**src/rtl/change_dispenser.sv**
```systemverilog
// change_dispenser: pays out a change amount as coins from a high and a low
// denomination hopper, greedy (high first). Each eject is followed by a wait
// for the coin-drop sensor; a missing coin ends in FAULT until fault_clear.
// Optional build macro CHANGE_DISP_RETRY_EN: one re-pulse of the same hopper
// per coin before a timeout is treated as a fault.
// All outputs come from flops and follow the current state by one cycle.
module change_dispenser #(
  parameter int DENOM_HI       = 5,
  parameter int DENOM_LO       = 1,
  parameter int PULSE_CYCLES   = 4,
  parameter int TIMEOUT_CYCLES = 1000,
  parameter int MAX_CHANGE     = 15
) (
  input  logic       clk,
  input  logic       rst_n,
  input  logic       change_start,
  input  logic [7:0] change_amount,
  input  logic       coin_drop_sense,
  input  logic       hopper_hi_empty,
  input  logic       hopper_lo_empty,
  input  logic       fault_clear,
  output logic       eject_hi,
  output logic       eject_lo,
  output logic       busy,
  output logic       done_pulse,
  output logic       fault,
  output logic [7:0] remaining,
  output logic [3:0] coins_out
);

  localparam logic [2:0] S_IDLE   = 3'd0;
  localparam logic [2:0] S_SELECT = 3'd1;
  localparam logic [2:0] S_PULSE  = 3'd2;
  localparam logic [2:0] S_WAIT   = 3'd3;
  localparam logic [2:0] S_DONE   = 3'd4;
  localparam logic [2:0] S_FAULT  = 3'd5;

  localparam int PW = (PULSE_CYCLES > 1) ? $clog2(PULSE_CYCLES) : 1;
  localparam int TW = (TIMEOUT_CYCLES > 1) ? $clog2(TIMEOUT_CYCLES) : 1;
  localparam logic [PW-1:0] PULSE_LAST = PW'(PULSE_CYCLES - 1);
  localparam logic [TW-1:0] TMO_LAST   = TW'(TIMEOUT_CYCLES - 1);
  localparam logic [7:0]    D_HI       = 8'(DENOM_HI);
  localparam logic [7:0]    D_LO       = 8'(DENOM_LO);
  localparam logic [7:0]    MAX_C      = 8'(MAX_CHANGE);

  logic [2:0]    state_q, state_d;
  logic          sel_hi_q, sel_hi_d;
  logic [PW-1:0] pcnt_q, pcnt_d;
  logic [TW-1:0] tcnt_q, tcnt_d;
  logic          sense_lat_q, sense_lat_d;
  logic [7:0]    remaining_q, remaining_d;
  logic [3:0]    coins_q, coins_d;
`ifdef CHANGE_DISP_RETRY_EN
  logic          retry_q, retry_d;
`endif

  logic eject_hi_q, eject_hi_d;
  logic eject_lo_q, eject_lo_d;
  logic busy_q, busy_d;
  logic done_q, done_d;
  logic fault_q, fault_d;

  logic [7:0] denom_s;
  assign denom_s = sel_hi_q ? D_HI : D_LO;

  // Next-state, payout arithmetic and timer control.
  always_comb begin
    state_d     = state_q;
    sel_hi_d    = sel_hi_q;
    pcnt_d      = pcnt_q;
    tcnt_d      = tcnt_q;
    sense_lat_d = sense_lat_q;
    remaining_d = remaining_q;
    coins_d     = coins_q;
`ifdef CHANGE_DISP_RETRY_EN
    retry_d     = retry_q;
`endif
    case (state_q)
      S_IDLE: begin
        if (change_start) begin
          remaining_d = (change_amount > MAX_C) ? MAX_C : change_amount;
          coins_d     = 4'd0;
          sense_lat_d = 1'b0;
`ifdef CHANGE_DISP_RETRY_EN
          retry_d     = 1'b0;
`endif
          state_d     = S_SELECT;
        end else begin
          state_d = S_IDLE;
        end
      end
      S_SELECT: begin
        pcnt_d      = '0;
        tcnt_d      = '0;
        sense_lat_d = 1'b0;
        if (remaining_q == 8'd0) begin
          state_d = S_DONE;
        end else if ((remaining_q >= D_HI) && !hopper_hi_empty) begin
          sel_hi_d = 1'b1;
          state_d  = S_PULSE;
        end else if ((remaining_q >= D_LO) && !hopper_lo_empty) begin
          sel_hi_d = 1'b0;
          state_d  = S_PULSE;
        end else begin
          state_d = S_FAULT;
        end
      end
      S_PULSE: begin
        if (coin_drop_sense) begin
          sense_lat_d = 1'b1;
        end else begin
          sense_lat_d = sense_lat_q;
        end
        if (pcnt_q == PULSE_LAST) begin
          pcnt_d  = '0;
          tcnt_d  = '0;
          state_d = S_WAIT;
        end else begin
          pcnt_d = pcnt_q + PW'(1);
        end
      end
      S_WAIT: begin
        if (sense_lat_q) begin
          // Only one coin is credited per eject; later senses are dropped.
          remaining_d = remaining_q - denom_s;
          coins_d     = (coins_q == 4'hF) ? 4'hF : coins_q + 4'd1;
          sense_lat_d = 1'b0;
`ifdef CHANGE_DISP_RETRY_EN
          retry_d     = 1'b0;
`endif
          state_d     = S_SELECT;
        end else if (coin_drop_sense) begin
          sense_lat_d = 1'b1;
        end else if (tcnt_q == TMO_LAST) begin
`ifdef CHANGE_DISP_RETRY_EN
          if (!retry_q) begin
            retry_d = 1'b1;
            pcnt_d  = '0;
            tcnt_d  = '0;
            state_d = S_PULSE;
          end else begin
            state_d = S_FAULT;
          end
`else
          state_d = S_FAULT;
`endif
        end else begin
          tcnt_d = tcnt_q + TW'(1);
        end
      end
      S_DONE: begin
        state_d = S_IDLE;
      end
      S_FAULT: begin
        if (fault_clear) begin
          state_d = S_IDLE;
        end else begin
          state_d = S_FAULT;
        end
      end
      default: begin
        state_d = S_IDLE;
      end
    endcase
  end

  // Output decode from the current state; registered below.
  always_comb begin
    eject_hi_d = (state_q == S_PULSE) && sel_hi_q;
    eject_lo_d = (state_q == S_PULSE) && !sel_hi_q;
    busy_d     = (state_q != S_IDLE) && (state_q != S_FAULT);
    done_d     = (state_q == S_DONE);
    fault_d    = (state_q == S_FAULT);
  end

  // Control state, counters and payout registers.
  always_ff @(posedge clk or negedge rst_n) begin
    if (!rst_n) begin
      state_q     <= S_IDLE;
      sel_hi_q    <= 1'b0;
      pcnt_q      <= '0;
      tcnt_q      <= '0;
      sense_lat_q <= 1'b0;
      remaining_q <= 8'd0;
      coins_q     <= 4'd0;
    end else begin
      state_q     <= state_d;
      sel_hi_q    <= sel_hi_d;
      pcnt_q      <= pcnt_d;
      tcnt_q      <= tcnt_d;
      sense_lat_q <= sense_lat_d;
      remaining_q <= remaining_d;
      coins_q     <= coins_d;
    end
  end

`ifdef CHANGE_DISP_RETRY_EN
  // Per-coin retry budget.
  always_ff @(posedge clk or negedge rst_n) begin
    if (!rst_n) begin
      retry_q <= 1'b0;
    end else begin
      retry_q <= retry_d;
    end
  end
`endif

  // Output flops; reset drops the solenoids immediately.
  always_ff @(posedge clk or negedge rst_n) begin
    if (!rst_n) begin
      eject_hi_q <= 1'b0;
      eject_lo_q <= 1'b0;
      busy_q     <= 1'b0;
      done_q     <= 1'b0;
      fault_q    <= 1'b0;
    end else begin
      eject_hi_q <= eject_hi_d;
      eject_lo_q <= eject_lo_d;
      busy_q     <= busy_d;
      done_q     <= done_d;
      fault_q    <= fault_d;
    end
  end

  assign eject_hi   = eject_hi_q;
  assign eject_lo   = eject_lo_q;
  assign busy       = busy_q;
  assign done_pulse = done_q;
  assign fault      = fault_q;
  assign remaining  = remaining_q;
  assign coins_out  = coins_q;

endmodule

```
**config.mk**
```make
export PLATFORM = sky130hd
export DESIGN_NAME = change_dispenser
export DESIGN_NICKNAME = d
export VERILOG_FILES = /design/src/rtl/change_dispenser.sv
export SDC_FILE = /design/constraint.sdc
export NUM_CORES = 1
export LEC_CHECK = 0
export ABC_AREA = 1
export CAP_MARGIN = 20
export CORE_MARGIN = 8
export CORE_UTILIZATION = 45
export CTS_CLUSTER_DIAMETER = 40
export DETAILED_ROUTE_END_ITERATION = 10
export GPL_ROUTABILITY_DRIVEN = 0
export PLACE_DENSITY = 0.78
export SYNTH_ARGS = -nofsm -noshare
export SYNTH_HDL_FRONTEND = slang
export SYNTH_SLANG_ARGS = --single-unit
```
**constraint.sdc**
```tcl
create_clock -name clk -period 1.8 [get_ports clk]
set_input_delay 0.36 -clock clk [delete_from_list [all_inputs] [get_ports clk]]
set_output_delay 0.36 -clock clk [all_outputs]
set_load 0.005 [all_outputs]
```
* After elaboration in Yosys (flattened, before gate mapping)
Cells that the tools add are included.
Storage, ports and cells: bits in latches 0, register bits 34, bits in writable memories 0, bits in read-only memories 0, output and inout bits 17, memories 0, input bits 15
Cells by class: multiplexer cells 33, add/sub/neg operators 4, shift-type cells 0, magnitude comparators 3, multiply operators 0, equal/unequal tests 18, bitwise gates (word level) 1, div/mod/pow operators 0, reduce and logical (&&, ||, !) cells 21
Operator list (number):
- $mux 10 | 4
- $pmux 10 s3 | 1
- $mux 3 | 9
- $mux 8 | 3
- $pmux 8 s2 | 1
- $pmux 3 s5 | 1
- $ne 2x2->1 const B | 7
- $mux 4 | 3
- $reduce_and 3->1 | 4
- $add 10x1->10 const B | 1
- $eq 10x10->1 const B | 1
- $ne 3x3->1 const B | 3
- $ge 8x1->1 const B | 1
- $ge 8x3->1 const B | 1
- $gt 8x4->1 const B | 1
- $logic_not 8->1 | 1
- $pmux 4 s2 | 1
- $sub 8x3->8 | 1
- $mux 1 | 7
- $eq 3x2->1 const B | 2
- $eq 3x3->1 const B | 2
- $reduce_bool 2->1 | 3
- $reduce_bool 3->1 | 2
- $logic_and 1x1->1 | 5
- other kinds (13) | 15

* Logic depth before layout (Yosys ltp)
Gate-level depths: netlist (run 1).
depth in word-level cells 6, gate-level depth with buffers 10, mapped depth without buffers 10

* Worst setup path after synthesis (run 1)
Ideal clock, no wire load.
path type register to register, start register remaining_q[2], in the netlist remaining[2], end register remaining_q[4], in the netlist remaining[4], setup slack 0.315 ns, arrival time 1.409 ns, path buffers 0, cell stages (with the launch flop) 8, period minus slack after synthesis 1.485 ns, cells stage by stage dfrtp_1 ha_1 inv_1 or2_2 nand2_1 xor2_1 nand3_1 o21ai_1
Between the ends: word-level cells in the longest chain between the ends 3
Ends and longest elaborated chain:
- start, declared | line 51 | logic [7:0] remaining_q, remaining_d;
- start signal, assigned | line 192 | remaining_q <= remaining_d;
- $sub 8x3->8 | line 125 | remaining_d = remaining_q - denom_s;
- $mux 8 | line 123 | if (sense_lat_q) begin
- $pmux 8 s2 | line 78 | case (state_q)
Every way passes these cells. The select of a mux whose other input is x is not followed. A chain may end at the register's enable or synchronous reset.

* Worst setup path after layout (run 1)
start register remaining_q[3], in the netlist remaining[3], end output remaining[3]
RTL lines:
- end, declared | line 27 | output logic [7:0] remaining,
No word-level cell between the ends.

==> flow_summary.yaml, run 1 <==
outcome:
  outcome: "finished, final reports clean"
clock_tree:
  clkSinkCount: 34
  hold_buffers: 0
  clk_pin_slew_ps: 80
  clockRootBuffer: "clkbuf_8"
  cts_tree: "built"
  cts_buffer_depth: 2
  insertion_delay_ps: 290
  cts_buffers: 5
  htreeDepth: 2
die:
  rows: 25
  fp.dieArea_um2: 7240
  ios: 32
  initial_core_util: 0.461
  die_width_um: 85.1
  core_um2: 4660
  die_h_um: 85.1
yosys:
  synth_edf_count: 0
  synth_fp_nets: 300
  ys_ff_latch: 34
  netlist_top_cells_count: "nand2_1, inv_1, dfrtp_1, nor2_1, nand3_1"
  syn-instance-count: 278
  synth.avg_cell_area_um2: 7.72
  yosysUniqueCellTypes: 32
  synth-warning-count: 0
  synth-main-ff-cell: "dfrtp_1"
  ys_async_sr_fraction: 1.00
  synth_top_area_cell: "dfrtp_1"
  synthTopCellsByArea: "dfrtp_1, nand2_1, nand3_1"
  synth_seq_area_share: 0.396
  synth_most_common_cell: "nand2_1"
  yosysTopAreaCellShare: 0.396
  syn-cell-area_um2: 2150
placed_design:
  hpwl_um: 3570
  io_buffers: 31
  place_inst: 364
  place_area_um2: 2520
layout:
  area_growth_syn_to_layout_pct: 25.1
  num-fill-cells: 445
  multi_input_area_um2: 1100
  drive_gt1_frac: 0.163
  final_cells: 379
  nNetsFinal: 346
  final_area_um2: 2690
  diodes: 0
  ff_latch_area_um2: 852
setup_path:
  slowest_stage: "clkdlybuf4s50_1"
  critical_path.top_delay_family: "buffers and inverters"
  crit_path_start_kind: "flip-flop"
  crit_type: "flip-flop to output pin"
  path_cells: "clkdlybuf4s50_1"
  arrival_ps: 1270
  crit_fanout: 5
  end_kind: "output pin"
  max_stage_delay_ps: 540
  required_ps: 1440
  path_buf_inv: 1
pwr:
  powerDensity_nw_per_um2: 1590
  p_leak_nw: 1.27
  vdd_drop_max_uv: 930
sta:
  hold_viol: 0
  tightest_slew_ps: 439
  finalClockSkew_ps: 6.27
  rsz0062_at_grt: "false"
  slew_violations: 0
  setup_viol: 0
  finalCriticalPeriod_ps: 1630
  fin_tns_setup_ps: 0
  max_freq_mhz: 615
  slew_headroom: 0.707
  period_share: 0.903
global_routing:
  grt_max_degree: 35
  grt.overflow.total: 0
  grt_pass1_wl_um: 8060
  grt_pass1_vias: 1749
  antenna_found_initial: 0
  track_usage: 0.136
routing:
  drt-pass1-iter-count: 4
  drc: 0
  num_vias: 1910
  wl_per_cell_um: 12.7
  vias_per_cell: 5.04
  final_antenna_net_count: 0
  wl_um: 4800
  initialDrtViolationCount: 60
min_path:
  hold_path_class: "primary input to async pin"
flow_run:
  drv_cap: 0
-- cell type report --
| class | instances | area share |
|---|---|---|
| Sequential cell | 34 | 0.317 |
| Clock inverter | 3 | 0.0168 |
| Clock buffer | 5 | 0.0256 |
| Tap cell | 54 | 0.0252 |
| Timing Repair Buffer | 42 | 0.146 |
| Inverter | 41 | 0.0582 |
| Multi-Input combinational cell | 200 | 0.411 |
-- per-layer routing --
metal	routed length [um]	GRT usage	part of all wire	vias to the layer above
met5	0	0	0	-
met2	2210	0.211	0.46	30
met3	173	0.0319	0.036	5
met1	2340	0.176	0.49	891
li1	-	-	-	984
met4	74	0.0534	0.015	0
-- registers in the layout, indices dropped and copies added (netlist names), 2 cells and up --
signal	cells
state_q	3
remaining	8
coins_out	4
tcnt_q	10
pcnt_q	2
-- cell families (layout without fill, tap and decap cells) --
logic type | Yosys count | in the layout | synth area share
AND/OR/NAND/NOR | 143 | 143 | 0.306
AO/OA/AOI/OAI | 44 | 44 | 0.143
buffers and inverters | 44 | 91 | 0.0897
flip-flops | 34 | 34 | 0.396
adder cells (fa/ha/maj) | 7 | 7 | 0.0408
XOR/XNOR | 6 | 6 | 0.0245
-- per-stage QoR --
stage | setup WS (ps) | util | total power [W] | hold WS [ps]
3_3_place_gp | 103 | 0.540 | 0.00329 | 458
6_report | 174 | 0.576 | 0.00427 | 460
4_1_cts | 114 | 0.565 | 0.00409 | 474
3_5_place_dp | 50.3 | 0.540 | 0.00334 | 460
2_1_floorplan | 315 | - | 0.00281 | 64.4
5_1_grt | 5.57 | 0.576 | 0.00464 | 511
-- where the power goes --
group	internal (W)	leakage [nW]	switching, W
logic	0.00100	0.777	0.00134
registers	0.000987	0.442	0.000210
clock network	0.000412	0.0504	0.000315
total	0.00240	1.27	0.00187
-- worst paths after layout --
check | end | cells past startpoint | slack, ps | start
worst max-delay path | remaining[3] | 1 | 170 | remaining[3]
worst min-delay path | remaining[4] | 2 | 460 | rst_n
worst max register to register | remaining[4] | 8 | 180 | sel_hi_q
worst min register to register | eject_lo | 1 | 480 | sel_hi_q
max in group asynchronous | remaining[0] | 2 | 990 | rst_n
min in group clk | eject_lo | 1 | 480 | sel_hi_q
-- layout by cell type (no fill, tap or decap) --
master           count
a21oi_1              4
nor2_2               2
nor2_4               1
a22o_1               2
nand3_1             27
or2_2                3
clkdlybuf4s50_1     31
inv_4                1
dfrtp_2              1
nand4_1              2
clkinvlp_4           2
buf_4               11
o21ai_2              9
xor2_1               6
dfrtp_1             33
o41ai_1              1
nand3_2              1
nor3_1               5
nand2_4              3
o211ai_1             3
o21bai_1             3
o21ai_4              1
nand2_1             61
o22ai_2              1
bufinv_16            1
a31oi_2              1
inv_1               35
inv_2                5
nor2_8               1
o21ai_0             15
clkbuf_8             5
ha_1                 7
nand2_2              4
nor2_1              33
o21ai_1              4
-- timing repair --
action	in CTS	in global routing
endpoints found under the setup margin	0	3
setup buffers	0	7
resized for setup	0	1
(Power assumes the default switching activity.)
==> run 2: changes to the inputs <==
- CTS_CLUSTER_SIZE: default -> 30
==> results of run 2 <==
No change in the layout: final DEF, timing and power equal those of run 1.
